<file path="src/rtl/spc_case_pipe_if.sv">
// spc_case_pipe_if -- operand/result bundle for the FP special-case pipeline.
//   master : operand source + result sink (drives in_valid/op/a/b, out_ready, cnt_clr)
//   slave  : the pipeline itself (drives in_ready, out_valid, res, s_case, flags, spc_cnt)
//   W = E_WIDTH + M_WIDTH + 1, raw IEEE {sign, biased exp, fraction}.
interface spc_case_pipe_if #(
  parameter int E_WIDTH   = 8,
  parameter int M_WIDTH   = 23,
  parameter int CNT_WIDTH = 16
);
  localparam int W = E_WIDTH + M_WIDTH + 1;

  logic                 in_valid;
  logic                 in_ready;
  logic [1:0]           op;
  logic [W-1:0]         a;
  logic [W-1:0]         b;
  logic                 out_valid;
  logic                 out_ready;
  logic [W-1:0]         res;
  logic                 s_case;
  logic                 flg_inv;
  logic                 flg_inf;
  logic                 flg_zero;
  logic [CNT_WIDTH-1:0] spc_cnt;
  logic                 cnt_clr;

  modport master (
    output in_valid, op, a, b, out_ready, cnt_clr,
    input  in_ready, out_valid, res, s_case, flg_inv, flg_inf, flg_zero, spc_cnt
  );

  modport slave (
    input  in_valid, op, a, b, out_ready, cnt_clr,
    output in_ready, out_valid, res, s_case, flg_inv, flg_inf, flg_zero, spc_cnt
  );
endinterface

</file>
<file path="src/rtl/spc_case_pipe.sv">
// spc_case_pipe -- 2-stage IEEE-754 special-case detector for the add/sub/mul datapath.
// Classifies raw operands (NaN/sNaN/Inf/Zero, subnormal flushed when FTZ=1) and produces
// the bypass result plus exception flags; s_case=1 tells the result mux to skip the core.
// Ports:
//   clk   : clock, rising edge
//   rst   : asynchronous reset, active-low
//   bus   : spc_case_pipe_if.slave
//           in_valid/in_ready/op/a/b     operand beat (op: 00 add, 01 sub, 10 mul, 11 rsvd)
//           out_valid/out_ready          result handshake
//           res/s_case/flg_inv/inf/zero  result (res all-zero when s_case=0)
//           spc_cnt/cnt_clr              saturating count of delivered special beats
module spc_case_pipe #(
  parameter int E_WIDTH   = 8,
  parameter int M_WIDTH   = 23,
  parameter int FTZ       = 1,
  parameter int CNT_WIDTH = 16
) (
  input logic          clk,
  input logic          rst,
  spc_case_pipe_if.slave bus
);
  localparam int W = E_WIDTH + M_WIDTH + 1;
  localparam logic [E_WIDTH-1:0] EMAX = '1;
  localparam logic [W-1:0] QN = {1'b0, EMAX, 1'b1, {(M_WIDTH-1){1'b0}}};

  typedef struct packed {
    logic nan;
    logic snan;
    logic inf;
    logic zero;
  } cls_t;

  // S1 payload: classes, signs (sb already sign-flipped for sub), op and raw operands
  typedef struct packed {
    cls_t         ca;
    cls_t         cb;
    logic         sa;
    logic         sb;
    logic [1:0]   op;
    logic [W-1:0] a;
    logic [W-1:0] b;
  } s1_t;

  typedef struct packed {
    logic [W-1:0] res;
    logic         s_case;
    logic         inv;
    logic         inf;
    logic         zero;
  } s2_t;

  function automatic cls_t classify(input logic [W-1:0] x);
    cls_t                 c;
    logic [E_WIDTH-1:0]   e;
    logic [M_WIDTH-1:0]   f;
    e      = x[W-2:M_WIDTH];
    f      = x[M_WIDTH-1:0];
    c.nan  = (e == EMAX) && (f != '0);
    c.snan = c.nan && !f[M_WIDTH-1];
    c.inf  = (e == EMAX) && (f == '0);
    // with FTZ a subnormal (exp 0, frac != 0) behaves exactly like a signed zero
    c.zero = (e == '0) && ((f == '0) || (FTZ != 0));
    return c;
  endfunction

  // pipeline valid bits: [0] = S1, [1] = S2
  logic [1:0] vld_pipe;
  logic       en1, en2;
  s1_t        s1_d, s1_q;
  s2_t        s2_d, s2_q;
  logic [CNT_WIDTH-1:0] cnt_q;

  // a stage advances when it is empty or the stage below is moving
  assign en2          = ~vld_pipe[1] | bus.out_ready;
  assign en1          = ~vld_pipe[0] | en2;
  assign bus.in_ready = en1;

  // ---- stage 1: classify ----
  always_comb begin
    s1_d    = '0;
    s1_d.ca = classify(bus.a);
    s1_d.cb = classify(bus.b);
    s1_d.sa = bus.a[W-1];
    s1_d.sb = bus.b[W-1] ^ (bus.op == 2'b01);
    s1_d.op = bus.op;
    s1_d.a  = bus.a;
    s1_d.b  = bus.b;
  end

  always_ff @(posedge clk or negedge rst) begin
    if (!rst) begin
      vld_pipe[0] <= 1'b0;
      s1_q        <= '0;
    end else if (en1) begin
      vld_pipe[0] <= bus.in_valid;
      if (bus.in_valid) s1_q <= s1_d;
    end
  end

  // ---- stage 2: priority resolve ----
  // Empty S1 resolves to all-zero so an idle S2 never shows stale data.
  always_comb begin
    s2_d = '0;
    if (vld_pipe[0]) begin
      if (s1_q.op == 2'b11) begin
        s2_d.res = QN; s2_d.s_case = 1'b1; s2_d.inv = 1'b1;
      end else if (s1_q.ca.nan || s1_q.cb.nan) begin
        s2_d.res = QN; s2_d.s_case = 1'b1;
        s2_d.inv = s1_q.ca.snan || s1_q.cb.snan;
      end else if (s1_q.op == 2'b10) begin
        // multiply
        if ((s1_q.ca.inf && s1_q.cb.zero) || (s1_q.ca.zero && s1_q.cb.inf)) begin
          s2_d.res = QN; s2_d.s_case = 1'b1; s2_d.inv = 1'b1;
        end else if (s1_q.ca.inf || s1_q.cb.inf) begin
          s2_d.res    = {s1_q.sa ^ s1_q.sb, EMAX, {M_WIDTH{1'b0}}};
          s2_d.s_case = 1'b1; s2_d.inf = 1'b1;
        end else if (s1_q.ca.zero || s1_q.cb.zero) begin
          s2_d.res    = {s1_q.sa ^ s1_q.sb, {(W-1){1'b0}}};
          s2_d.s_case = 1'b1; s2_d.zero = 1'b1;
        end
      end else begin
        // add / sub, sb is the effective sign of B
        if (s1_q.ca.inf && s1_q.cb.inf && (s1_q.sa != s1_q.sb)) begin
          s2_d.res = QN; s2_d.s_case = 1'b1; s2_d.inv = 1'b1;
        end else if (s1_q.ca.inf) begin
          s2_d.res    = {s1_q.sa, EMAX, {M_WIDTH{1'b0}}};
          s2_d.s_case = 1'b1; s2_d.inf = 1'b1;
        end else if (s1_q.cb.inf) begin
          s2_d.res    = {s1_q.sb, EMAX, {M_WIDTH{1'b0}}};
          s2_d.s_case = 1'b1; s2_d.inf = 1'b1;
        end else if (s1_q.ca.zero && s1_q.cb.zero) begin
          s2_d.res    = {s1_q.sa & s1_q.sb, {(W-1){1'b0}}};
          s2_d.s_case = 1'b1; s2_d.zero = 1'b1;
        end else if (s1_q.ca.zero) begin
          s2_d.res    = {s1_q.sb, s1_q.b[W-2:0]};
          s2_d.s_case = 1'b1;
        end else if (s1_q.cb.zero) begin
          s2_d.res    = s1_q.a;
          s2_d.s_case = 1'b1;
        end
      end
    end
  end

  always_ff @(posedge clk or negedge rst) begin
    if (!rst) begin
      vld_pipe[1] <= 1'b0;
      s2_q        <= '0;
    end else if (en2) begin
      vld_pipe[1] <= vld_pipe[0];
      s2_q        <= s2_d;
    end
  end

  // ---- special-case counter: clear wins over increment, sticks at all-ones ----
  always_ff @(posedge clk or negedge rst) begin
    if (!rst) begin
      cnt_q <= '0;
    end else if (bus.cnt_clr) begin
      cnt_q <= '0;
    end else if (vld_pipe[1] && bus.out_ready && s2_q.s_case && !(&cnt_q)) begin
      cnt_q <= cnt_q + CNT_WIDTH'(1);
    end
  end

  assign bus.out_valid = vld_pipe[1];
  assign bus.res       = s2_q.res;
  assign bus.s_case    = s2_q.s_case;
  assign bus.flg_inv   = s2_q.inv;
  assign bus.flg_inf   = s2_q.inf;
  assign bus.flg_zero  = s2_q.zero;
  assign bus.spc_cnt   = cnt_q;
endmodule

</file>
<file path="src/flat_wrapper.sv">
// flat-port wrapper written by rule: the top's interface ports become plain ports
module spc_case_pipe_flat 
#(
  parameter int E_WIDTH   = 8,
  parameter int M_WIDTH   = 23,
  parameter int FTZ       = 1,
  parameter int CNT_WIDTH = 16
)
  (clk, rst, bus_in_valid, bus_op, bus_a, bus_b, bus_out_ready, bus_cnt_clr, bus_in_ready, bus_out_valid, bus_res, bus_s_case, bus_flg_inv, bus_flg_inf, bus_flg_zero, bus_spc_cnt);
  spc_case_pipe_if #(.E_WIDTH(E_WIDTH), .M_WIDTH(M_WIDTH), .CNT_WIDTH(CNT_WIDTH)) bus_i ();
  input logic clk;
  input logic rst;
  input wire logic [$bits(bus_i.in_valid)-1:0] bus_in_valid;
  input wire logic [$bits(bus_i.op)-1:0] bus_op;
  input wire logic [$bits(bus_i.a)-1:0] bus_a;
  input wire logic [$bits(bus_i.b)-1:0] bus_b;
  input wire logic [$bits(bus_i.out_ready)-1:0] bus_out_ready;
  input wire logic [$bits(bus_i.cnt_clr)-1:0] bus_cnt_clr;
  output wire logic [$bits(bus_i.in_ready)-1:0] bus_in_ready;
  output wire logic [$bits(bus_i.out_valid)-1:0] bus_out_valid;
  output wire logic [$bits(bus_i.res)-1:0] bus_res;
  output wire logic [$bits(bus_i.s_case)-1:0] bus_s_case;
  output wire logic [$bits(bus_i.flg_inv)-1:0] bus_flg_inv;
  output wire logic [$bits(bus_i.flg_inf)-1:0] bus_flg_inf;
  output wire logic [$bits(bus_i.flg_zero)-1:0] bus_flg_zero;
  output wire logic [$bits(bus_i.spc_cnt)-1:0] bus_spc_cnt;
  assign bus_i.in_valid = bus_in_valid;
  assign bus_i.op = bus_op;
  assign bus_i.a = bus_a;
  assign bus_i.b = bus_b;
  assign bus_i.out_ready = bus_out_ready;
  assign bus_i.cnt_clr = bus_cnt_clr;
  assign bus_in_ready = bus_i.in_ready;
  assign bus_out_valid = bus_i.out_valid;
  assign bus_res = bus_i.res;
  assign bus_s_case = bus_i.s_case;
  assign bus_flg_inv = bus_i.flg_inv;
  assign bus_flg_inf = bus_i.flg_inf;
  assign bus_flg_zero = bus_i.flg_zero;
  assign bus_spc_cnt = bus_i.spc_cnt;
  spc_case_pipe #(.E_WIDTH(E_WIDTH), .M_WIDTH(M_WIDTH), .FTZ(FTZ), .CNT_WIDTH(CNT_WIDTH)) u_core (.clk(clk), .rst(rst), .bus(bus_i));
endmodule
</file>
<file path="config.mk">
export PLATFORM = sky130hd
export DESIGN_NAME = spc_case_pipe_flat
export DESIGN_NICKNAME = d
export VERILOG_FILES = /design/src/rtl/spc_case_pipe_if.sv /design/src/rtl/spc_case_pipe.sv /design/src/flat_wrapper.sv
export SDC_FILE = /design/constraint.sdc
export NUM_CORES = 1
export LEC_CHECK = 0
export ABC_CLOCK_PERIOD_IN_PS = 3100
export BUFFER_PORTS_ARGS = -buffer_cell sky130_fd_sc_hd__buf_2
export CORE_MARGIN = 5
export CORE_UTILIZATION = 47
export DETAILED_ROUTE_END_ITERATION = 8
export PLACE_DENSITY_LB_ADDON = 0.25
export RECOVER_POWER = 100
export SYNTH_ARGS = -nofsm -noshare
export SYNTH_HDL_FRONTEND = slang
export SYNTH_SLANG_ARGS = --single-unit
</file>
<file path="constraint.sdc">
create_clock -name clk -period 3.1 [get_ports clk]
set_input_delay 0.155 -clock clk [delete_from_list [all_inputs] [get_ports clk]]
set_output_delay 0.155 -clock clk [all_outputs]
set_load 0.05 [all_outputs]
</file>
==> metrics.yaml <==
postSynthAreaPerCell_sq_um: 11.5
ctsLongestPathBuffers: 2
wire_per_inst_um: 17.9
worstSetupEndpointType: "register"
detailroute.via_count: 4800
postCtsResizedCells: 0
cap_viol_max_count: 0
syn_area_sq_mm: 0.00581
period_minus_slack_ns: 2.36
cts-htree-levels: 4
layout_worst_path_cycle_share_pct: 76.1
globalplace.congestion: 0.858
cellLeakagePower_nw: 3.14
grt.total_usage_pct: 21.5
avgViaCountPerCell: 5.69
netlist.area_leader.share_pct: 55.1
dr.first_iter.drc_count: 313
hpwl_um: 10100
first_global_vias: 4943
drt-pass1-iter-count: 5
timing.setup.critical_path_class: "register to register"
syn_nets: 577
clock_skew_ns: 0.00701
final_max_slew_viol_count: 0
cts_hold_buf: 40
filler_cell_count: 1008
max_slew_margin_pct: 17.9
area_growth_syn_to_fin_pct: 27.2
worst_hold_slack_ns: 0.0131
max_clock_freq_mhz: 424
clockRootBuffer: "clkbuf_16"
final_setup_fails: 0
finish.net_count: 741
synth-seq-area-share_pct: 55.1
ys_warn_count: 0
n_antenna_cell: 0
setup_repair_after_global_routing_missed_its_margin: "no"
floorplan.die.height_um: 121
synthDominantAreaCellType: "dfrtp_1"
ys_seq_elements: 128
synth_enable_flop_cells: 0
syn-instance-count: 504
clock_buffers_created_by_tritoncts: 17
fin_tns_setup_ns: 0
pin_count: 125
synth_cell_type_count: 62
critPathRequiredTime_ns: 3.39
yosys-top-cells-area: "dfrtp_1, mux2_2, nand2_1, o21ai_0, a22oi_1"
port_buffers: 124
critPathArrivalTime_ns: 2.65
crit_path_start_kind: "register"
worst-path-max-fanout: 14
postSynth.asyncResetShare_pct: 100
final_core_util_pct: 61.3
clk_latency_ns: 0.41
clk_pin_slew_worst_paths_ns: 0.05
die-width_um: 121
antenna_left: 0
fraction_of_final_layout_cells_with_drive_strength_greater_than_1_pct: 25.3
fin_ws_ns: 0.739
detail_route.wirelength_um: 15100
antenna_found_initial: 0
fp.coreArea_sq_mm: 0.0121
grt.overflow.total: 0
run_status: "finished clean"
report.final.hold_viol_count: 0
grt_max_degree: 82
cts_tree: "built"
ir_worst_vdd_v: 0.000384
timing.reg2reg.setup_slack_ns: 0.74
pre_cts_ws_ns: 0.983
post-cts-setup-buffer-count: 0
placementRows: 40
die_area_sq_mm: 0.0147
cts.sinks: 128
power.density_cell_area_mw_per_mm2: 559
grt_first_pass_wirelength_um: 25100
worst-slew-pin-transition_ns: 1.23
worstHoldPathType: "primary input to register"
floorplan.initialDensity_pct: 48.2
route.detailed.drc: 0
predominant_post_synthesis_flop_cell: "dfrtp_1"
-- worst max-delay path: stages (launching register included) --
cell and delay [ns]:
dfrtp_1 0.46, ha_1 0.26, nand3_1 0.18, nor4_2 0.84, nor4_1 0.16, mux2_4 0.34
-- path summary, 6_finish.rpt --
kind / startpoint / cells past startpoint / end
worst min register to register: u_core.bus.res[24] / 2 / u_core.bus.res[24]
worst min-delay path: bus_b[2] / 2 / u_core.s1_q[2]
max in group asynchronous: rst / 3 / u_core.s1_q[38]
worst max-delay path: u_core.bus.spc_cnt[0] / 5 / u_core.bus.spc_cnt[9]
worst max register to register: u_core.bus.spc_cnt[0] / 5 / u_core.bus.spc_cnt[9]
min in group asynchronous: rst / 2 / u_core.bus.res[27]
-- routing by layer --
| metal | vias to the layer above | global-route usage (%) | routed length, um |
|---|---|---|---|
| li1 | 2214 | - | - |
| met1 | 2374 | 27.8 | 6440 |
| met2 | 185 | 35.3 | 7400 |
| met3 | 27 | 5.97 | 1000 |
| met4 | 0 | 6.44 | 225 |
| met5 | - | 0 | 0 |
-- cell type report --
cell class | instances | area [sq um] | area share [%]
Clock inverter | 2 | 10.0 | 0.135
Timing Repair Buffer | 174 | 1040 | 14.1
Inverter | 1 | 3.75 | 0.0508
Multi-Input combinational cell | 346 | 2450 | 33.1
Tap cell | 168 | 210 | 2.84
Sequential cell | 128 | 3200 | 43.3
Clock buffer | 25 | 475 | 6.43
-- registers in the layout (all words and copies together), names as in the netlist --
signal                cells
u_core.s1_q              74
u_core.bus.res           32
u_core.bus.spc_cnt       16
u_core.bus.flg_inf        1
u_core.bus.flg_inv        1
u_core.bus.flg_zero       1
u_core.bus.out_valid      1
u_core.bus.s_case         1
u_core.vld_pipe           1
-- synth_stat cells, types with 2 or more instances --
library cell	instances
dfrtp_1	128
a32o_1	2
o21ai_0	41
nand3_1	6
nor3_1	6
nor2_1	13
or4_1	4
and3_1	3
o21a_1	2
clkbuf_1	15
ha_1	2
a22o_1	9
nand2_1	56
mux2_2	66
a211o_1	2
nor4_1	16
a311oi_1	2
a21oi_1	20
nand2b_1	4
nand4_1	10
buf_2	10
buf_1	2
o31ai_1	8
nor2b_1	10
a22oi_1	22
nor3b_1	3
and4_1	2
nand4_4	2
or3_1	5
-- cells in the final DEF (no fill, tap or decap), drive strengths merged, types with 2 or more instances in the layout --
master	Yosys	routed
dfrtp	128	128
clkbuf	16	83
buf	13	72
mux2	68	68
nand2	56	56
dlygate4sd3	0	44
o21ai	41	41
a22oi	22	22
a21oi	20	20
nor4	18	18
nor2	13	13
nand4	13	13
nor2b	10	10
a22o	9	9
o31ai	8	8
nand3	7	7
nor3	7	7
or3	6	6
nand2b	4	4
or4	4	4
and3	3	3
nor3b	3	3
and4	3	3
o21a	2	2
a211o	2	2
a311oi	2	2
a32o	2	2
ha	2	2
clkinv	0	2
-- kinds of logic after synthesis --
| family | after synthesis | share of synthesized area, % |
|---|---|---|
| AND/OR/NAND/NOR | 152 | 14.9 |
| flip-flops | 128 | 55.1 |
| AO/OA/AOI/OAI | 122 | 13.7 |
| multiplexers | 68 | 13.2 |
| buffers and inverters | 30 | 2.30 |
| adder cells (fa/ha/maj) | 3 | 0.603 |
| XOR/XNOR | 1 | 0.151 |
-- stage by stage --
| stage | instance area [sq um] | power [mW] | cells |
|---|---|---|---|
| 5_1_grt | 7390 | 4.32 | 844 |
| 3_3_place_gp | 6580 | 2.42 | 773 |
| 2_1_floorplan | 5810 | 2.24 | 504 |
| 6_report | 7390 | 4.13 | 844 |
| 3_5_place_dp | 6580 | 2.44 | 773 |
| 4_1_cts | 7470 | 4.17 | 840 |
-- report_power, final --
part / switching, mW / internal [mW]
logic: 0.303 / 0.227
clock network: 0.649 / 1.04
registers: 0.0919 / 1.82
No activity file was read; power rests on OpenSTA's default activity.
